## config.mk

```make
export PLATFORM = sky130hd
export DESIGN_NAME = wb_result_stage_flat
export DESIGN_NICKNAME = d
export VERILOG_FILES = /design/src/rtl/wb_result_stage_if.sv /design/src/rtl/wb_result_stage.sv /design/src/flat_wrapper.sv
export SDC_FILE = /design/constraint.sdc
export NUM_CORES = 1
export LEC_CHECK = 0
export ABC_CLOCK_PERIOD_IN_PS = 5000
export CAP_MARGIN = 20
export CORE_AREA = 10 10 86 144
export CTS_CLUSTER_DIAMETER = 120
export CTS_CLUSTER_SIZE = 20
export DETAILED_ROUTE_END_ITERATION = 10
export DIE_AREA = 0 0 96 154
export GPL_TIMING_DRIVEN = 1
export PLACE_DENSITY = 0.83
export SETUP_SLACK_MARGIN = 0.5
export SLEW_MARGIN = 20
export SYNTH_ARGS = -nofsm -noshare
export SYNTH_HDL_FRONTEND = slang
export SYNTH_SLANG_ARGS = --single-unit
```

## constraint.sdc

```tcl
create_clock -name clk -period 5 [get_ports clk]
set_clock_uncertainty 0.15 [all_clocks]
set_input_delay 1 -clock clk [delete_from_list [all_inputs] [get_ports clk]]
set_output_delay 1 -clock clk [all_outputs]
set_load 0.005 [all_outputs]
```

## src/rtl/wb_result_stage_if.sv

```systemverilog
// Interface carrying the M-stage inputs and W-stage outputs of the writeback result stage.
// The master drives M-stage inputs and stall/flush; the slave is the stage itself.
interface wb_result_stage_if #(
    parameter int unsigned DATA_WIDTH = 32,
    parameter int unsigned NUM_SRC    = 4,
    parameter int unsigned CNT_WIDTH  = 32
);
    localparam int unsigned SEL_WIDTH = ($clog2(NUM_SRC) > 1) ? $clog2(NUM_SRC) : 1;

    logic                          StallW;
    logic                          FlushW;
    logic                          ValidM;
    logic                          RegWriteM;
    logic [4:0]                    RdM;
    logic [SEL_WIDTH-1:0]          ResultSrcM;
    logic [NUM_SRC*DATA_WIDTH-1:0] SrcDataM;
    logic [2:0]                    LoadFunct3M;
    logic [1:0]                    ByteOffsetM;

    logic                          ValidW;
    logic                          RegWriteW;
    logic [4:0]                    RdW;
    logic [DATA_WIDTH-1:0]         ResultW;
    logic                          MisalignW;
    logic [CNT_WIDTH-1:0]          InstRetW;

    modport master (
        output StallW, FlushW, ValidM, RegWriteM, RdM, ResultSrcM, SrcDataM,
               LoadFunct3M, ByteOffsetM,
        input  ValidW, RegWriteW, RdW, ResultW, MisalignW, InstRetW
    );

    modport slave (
        input  StallW, FlushW, ValidM, RegWriteM, RdM, ResultSrcM, SrcDataM,
               LoadFunct3M, ByteOffsetM,
        output ValidW, RegWriteW, RdW, ResultW, MisalignW, InstRetW
    );
endinterface

```

## src/rtl/wb_result_stage.sv

```systemverilog
// Writeback result stage: selects the result source, applies load extension and
// alignment checks, and registers the W-stage state plus a retired-instruction counter.
module wb_result_stage #(
    parameter int unsigned DATA_WIDTH = 32,
    parameter int unsigned NUM_SRC    = 4,
    parameter int unsigned LOAD_IDX   = 1,
    parameter int unsigned CNT_WIDTH  = 32
) (
    input logic              clk,
    input logic              rst_n,
    wb_result_stage_if.slave bus
);
    localparam int unsigned SEL_WIDTH = ($clog2(NUM_SRC) > 1) ? $clog2(NUM_SRC) : 1;

    logic [DATA_WIDTH-1:0] src_word;
    logic [DATA_WIDTH-1:0] ext_word;
    logic [31:0]           lo_word;
    logic [7:0]            byte_v;
    logic [15:0]           half_v;
    logic                  is_load;
    logic                  misalign;

    logic                  valid_q;
    logic                  regwrite_q;
    logic [4:0]            rd_q;
    logic [DATA_WIDTH-1:0] result_q;
    logic                  misalign_q;
    logic [CNT_WIDTH-1:0]  instret_q;

    // Out-of-range selects fall through the loop and leave the word at zero.
    always_comb begin
        src_word = '0;
        for (int i = 0; i < int'(NUM_SRC); i++) begin
            if (bus.ResultSrcM == SEL_WIDTH'(i)) begin
                src_word = bus.SrcDataM[i*DATA_WIDTH +: DATA_WIDTH];
            end
        end
    end

    always_comb begin
        is_load  = (bus.ResultSrcM == SEL_WIDTH'(LOAD_IDX));
        lo_word  = src_word[31:0];
        byte_v   = lo_word[{bus.ByteOffsetM, 3'b000} +: 8];
        half_v   = lo_word[{bus.ByteOffsetM[1], 4'b0000} +: 16];
        ext_word = src_word;
        misalign = 1'b0;
        if (is_load) begin
            case (bus.LoadFunct3M)
                3'b000: ext_word = {{(DATA_WIDTH-8){byte_v[7]}}, byte_v};
                3'b001: begin
                    ext_word = {{(DATA_WIDTH-16){half_v[15]}}, half_v};
                    misalign = bus.ByteOffsetM[0];
                end
                3'b010: begin
                    ext_word = {{(DATA_WIDTH-32){lo_word[31]}}, lo_word};
                    misalign = (bus.ByteOffsetM != 2'b00);
                end
                3'b100: ext_word = {{(DATA_WIDTH-8){1'b0}}, byte_v};
                3'b101: begin
                    ext_word = {{(DATA_WIDTH-16){1'b0}}, half_v};
                    misalign = bus.ByteOffsetM[0];
                end
                default: ext_word = src_word;
            endcase
        end
    end

    always_ff @(posedge clk or negedge rst_n) begin
        if (!rst_n) begin
            valid_q    <= 1'b0;
            regwrite_q <= 1'b0;
            rd_q       <= '0;
            result_q   <= '0;
            misalign_q <= 1'b0;
            instret_q  <= '0;
        end else if (bus.FlushW || (!bus.StallW && !bus.ValidM)) begin
            // Bubble: flush wins over stall; rd/result are don't-care and simply held.
            valid_q    <= 1'b0;
            regwrite_q <= 1'b0;
            misalign_q <= 1'b0;
        end else if (!bus.StallW) begin
            valid_q    <= 1'b1;
            regwrite_q <= bus.RegWriteM && (bus.RdM != 5'd0) && !misalign;
            rd_q       <= bus.RdM;
            result_q   <= misalign ? '0 : ext_word;
            misalign_q <= misalign;
            instret_q  <= instret_q + CNT_WIDTH'(1);
        end
    end

    assign bus.ValidW    = valid_q;
    assign bus.RegWriteW = regwrite_q;
    assign bus.RdW       = rd_q;
    assign bus.ResultW   = result_q;
    assign bus.MisalignW = misalign_q;
    assign bus.InstRetW  = instret_q;
endmodule

```

## src/flat_wrapper.sv

```systemverilog
// flat-port wrapper written by rule: the top's interface ports become plain ports
module wb_result_stage_flat 
#(
    parameter int unsigned DATA_WIDTH = 32,
    parameter int unsigned NUM_SRC    = 4,
    parameter int unsigned LOAD_IDX   = 1,
    parameter int unsigned CNT_WIDTH  = 32
)
  (clk, rst_n, bus_StallW, bus_FlushW, bus_ValidM, bus_RegWriteM, bus_RdM, bus_ResultSrcM, bus_SrcDataM, bus_LoadFunct3M, bus_ByteOffsetM, bus_ValidW, bus_RegWriteW, bus_RdW, bus_ResultW, bus_MisalignW, bus_InstRetW);
  wb_result_stage_if #(.DATA_WIDTH(DATA_WIDTH), .NUM_SRC(NUM_SRC), .CNT_WIDTH(CNT_WIDTH)) bus_i ();
  input logic clk;
  input logic rst_n;
  input wire logic [$bits(bus_i.StallW)-1:0] bus_StallW;
  input wire logic [$bits(bus_i.FlushW)-1:0] bus_FlushW;
  input wire logic [$bits(bus_i.ValidM)-1:0] bus_ValidM;
  input wire logic [$bits(bus_i.RegWriteM)-1:0] bus_RegWriteM;
  input wire logic [$bits(bus_i.RdM)-1:0] bus_RdM;
  input wire logic [$bits(bus_i.ResultSrcM)-1:0] bus_ResultSrcM;
  input wire logic [$bits(bus_i.SrcDataM)-1:0] bus_SrcDataM;
  input wire logic [$bits(bus_i.LoadFunct3M)-1:0] bus_LoadFunct3M;
  input wire logic [$bits(bus_i.ByteOffsetM)-1:0] bus_ByteOffsetM;
  output wire logic [$bits(bus_i.ValidW)-1:0] bus_ValidW;
  output wire logic [$bits(bus_i.RegWriteW)-1:0] bus_RegWriteW;
  output wire logic [$bits(bus_i.RdW)-1:0] bus_RdW;
  output wire logic [$bits(bus_i.ResultW)-1:0] bus_ResultW;
  output wire logic [$bits(bus_i.MisalignW)-1:0] bus_MisalignW;
  output wire logic [$bits(bus_i.InstRetW)-1:0] bus_InstRetW;
  assign bus_i.StallW = bus_StallW;
  assign bus_i.FlushW = bus_FlushW;
  assign bus_i.ValidM = bus_ValidM;
  assign bus_i.RegWriteM = bus_RegWriteM;
  assign bus_i.RdM = bus_RdM;
  assign bus_i.ResultSrcM = bus_ResultSrcM;
  assign bus_i.SrcDataM = bus_SrcDataM;
  assign bus_i.LoadFunct3M = bus_LoadFunct3M;
  assign bus_i.ByteOffsetM = bus_ByteOffsetM;
  assign bus_ValidW = bus_i.ValidW;
  assign bus_RegWriteW = bus_i.RegWriteW;
  assign bus_RdW = bus_i.RdW;
  assign bus_ResultW = bus_i.ResultW;
  assign bus_MisalignW = bus_i.MisalignW;
  assign bus_InstRetW = bus_i.InstRetW;
  wb_result_stage #(.DATA_WIDTH(DATA_WIDTH), .NUM_SRC(NUM_SRC), .LOAD_IDX(LOAD_IDX), .CNT_WIDTH(CNT_WIDTH)) u_core (.clk(clk), .rst_n(rst_n), .bus(bus_i));
endmodule
```

==> impl_metrics.env <==
export IMPL_die_area_mm2=0.0148
export IMPL_crit_type="input port to register"
export IMPL_drive_gt1_frac=0.128
export IMPL_stdcell_count=728
export IMPL_tritoncts="built"
export IMPL_cp_max_fo=16
export IMPL_ff2ff_path_depth=5
export IMPL_cts_made_buffers=9
export IMPL_via_count=4069
export IMPL_synthArstFlopShare=1.00
export IMPL_wire_per_inst_um=21.4
export IMPL_power_leakage_nw=2.82
export IMPL_num_antenna_cells=0
export IMPL_ant_nets=0
export IMPL_fin_setup_tns_ps=0
export IMPL_max_vdd_ir_drop_uv=306
export IMPL_synth_area_mm2=0.00427
export IMPL_finalSetupViolations=0
export IMPL_grt_pass1_vias=4413
export IMPL_first_iter_violations=274
export IMPL_tightest_slew_ps=943
export IMPL_status="finished clean"
export IMPL_io_buffers=217
export IMPL_postCtsResizedCells=0
export IMPL_die_h_um=154
export IMPL_synth_cell_types=48
export IMPL_netlist_instances=390
export IMPL_ys_warn_count=0
export IMPL_cap_violations=0
export IMPL_clk_pin_slew_ps=60
export IMPL_crit_path_start="bus_ByteOffsetM[1]"
export IMPL_nNetsFinal=745
export IMPL_cts_sinks=72
export IMPL_regToRegStartpoint="u_core.bus.InstRetW[11]"
export IMPL_core_area_mm2=0.00985
export IMPL_critPathCaptureType="register"
export IMPL_synth_seq_cells=72
export IMPL_antenna_found_initial=0
export IMPL_ctsHoldBuffers=0
export IMPL_area_growth_synth_to_final_pct=58.5
export IMPL_cp_data_required_time_ps=5120
export IMPL_rrSetupSlack_ps=2910
export IMPL_route_detailed_drc=0
export IMPL_crit_arrival_ps=3790
export IMPL_syn_avg_cell_area_um2=11.0
export IMPL_gr_total_overflow=0
export IMPL_synth_edf_count=0
export IMPL_clk_path_buf_depth=2
export IMPL_clock_latency_ps=330
export IMPL_powerDensity_mw_per_mm2=273
export IMPL_fmax_mhz=273
export IMPL_layout_commonest_cell="clkdlybuf4s50_1"
export IMPL_rsz0062_at_grt="false"
export IMPL_num_io_pins=218
export IMPL_min_period_ps=3670
export IMPL_r2r_end="u_core.bus.InstRetW[31]"
export IMPL_fill_cells=763
export IMPL_core_rowCount=48
export IMPL_grt_max_degree=73
export IMPL_hold_path_class="register to register"
export IMPL_via_per_inst=5.59
export IMPL_hold_viol_final=0
export IMPL_ys_flop_type="dfrtp_1"
export IMPL_gp_congestion=0.857
export IMPL_cts_setup_buffers=0
export IMPL_dr_pass1_iters=5
export IMPL_grt_usage=0.208
export IMPL_cts_root_buf="clkbuf_16"
export IMPL_place_inst=712
export IMPL_endpoint="u_core.bus.ResultW[25]"
export IMPL_grt_pass1_wl_um=23900
export IMPL_dp_hpwl_um=12800
export IMPL_seq_area_frac_synth=0.422
export IMPL_layout_common_cells="clkdlybuf4s50_1, nand2_1, dfrtp_1"
export IMPL_routed_wl_um=15600
export IMPL_initial_core_util=0.434
export IMPL_die_w_um=96
export IMPL_syn_num_nets=537
export IMPL_worstSetupStartpointType="input port"
export IMPL_slew_headroom=0.372
export IMPL_h_tree_depth=3
export IMPL_finalCritPeriodShare=0.733
export IMPL_drv_slew=0
## worst max-delay path: stages
cell,delay [ps]
clkdlybuf4s50_1,660
inv_1,410
a221oi_2,150
or2b_2,430
a2111oi_4,890
a221o_2,230
## flip-flops by register name (all words and copies together) (netlist names)
name                  count
u_core.bus.InstRetW      32
u_core.bus.RegWriteW      1
u_core.bus.RdW            5
u_core.bus.ResultW       32
u_core.bus.MisalignW      1
u_core.bus.ValidW         1
## power by group
part	internal, W	switching, W	total (W)
logic	0.000336	0.000190	0.000526
clock network	0.000374	0.000230	0.000603
registers	0.000659	0.0000597	0.000718
total	0.00137	0.000480	0.00185
## area by class of cell
type | count | area (µm²) | area share
tap | 125 | 156 | 0.0231
inverter | 5 | 18.8 | 0.00277
multi-input combinational | 288 | 2320 | 0.342
clock buffer | 13 | 270 | 0.0399
sequential | 72 | 1800 | 0.266
clock inverter | 3 | 15.0 | 0.00222
timing repair buffer | 222 | 2200 | 0.324
## synth_stat cells, types with 4 or more instances
cell type | instances | area [µm²]
dfrtp_1 | 72 | 1800
buf_6 | 4 | 45.0
nand3_1 | 10 | 50.1
nand2_1 | 75 | 282
xnor2_1 | 18 | 158
o22ai_1 | 8 | 50.1
o21ai_0 | 12 | 60.1
and3_1 | 9 | 56.3
nor2_1 | 25 | 93.8
clkbuf_1 | 15 | 56.3
o31ai_1 | 8 | 60.1
xor2_1 | 13 | 114
a221o_2 | 10 | 113
a221o_1 | 6 | 60.1
a22oi_1 | 8 | 60.1
a21oi_1 | 10 | 50.1
mux4_2 | 32 | 721
nand4_1 | 5 | 31.3
inv_1 | 5 | 18.8
## kinds of logic after synthesis
kind of cell	count (synthesis)	synth area share
AOI/OAI and AO/OA	68	0.123
xor gates and xnor gates	31	0.0635
adders and majority gates	1	0.00293
buffers and inverters	30	0.0366
DFF	72	0.422
muxes	37	0.185
and+or+nand+nor	151	0.168
## stage by stage
stage                     worst slack [ps]  utilization  hold WS [ps]  power (W)  cell area [µm²]
after global placement                1090        0.659           308    0.00125             6490
after floorplan                       2050            -           315   0.000909             4270
after detailed placement               982        0.659           316    0.00126             6490
final                                 1330        0.688           330    0.00185             6780
after global routing                  1100        0.688           348    0.00193             6780
after CTS                             1320        0.688           328    0.00187             6780
## routing by layer
layer,vias to the layer above,share of wire,global-route usage
met5,-,0,0
met4,0,0.014,0.0593
met3,12,0.092,0.0551
met2,189,0.54,0.374
met1,2003,0.35,0.228
li1,1865,-,-
## worst min path at each step
stage / from / endpoint / slack (ps) / depth (start not counted)
2_1_floorplan: u_core.bus.InstRetW[31] / u_core.bus.InstRetW[31] / 310 / 1
3_3_place_gp: u_core.bus.InstRetW[31] / u_core.bus.InstRetW[31] / 310 / 1
3_5_place_dp: u_core.bus.ResultW[7] / u_core.bus.ResultW[7] / 320 / 2
4_1_cts: u_core.bus.InstRetW[31] / u_core.bus.InstRetW[31] / 330 / 1
5_1_grt: u_core.bus.InstRetW[31] / u_core.bus.InstRetW[31] / 350 / 1
6_report: u_core.bus.InstRetW[31] / u_core.bus.InstRetW[31] / 330 / 1
(Power assumes the default switching activity.)
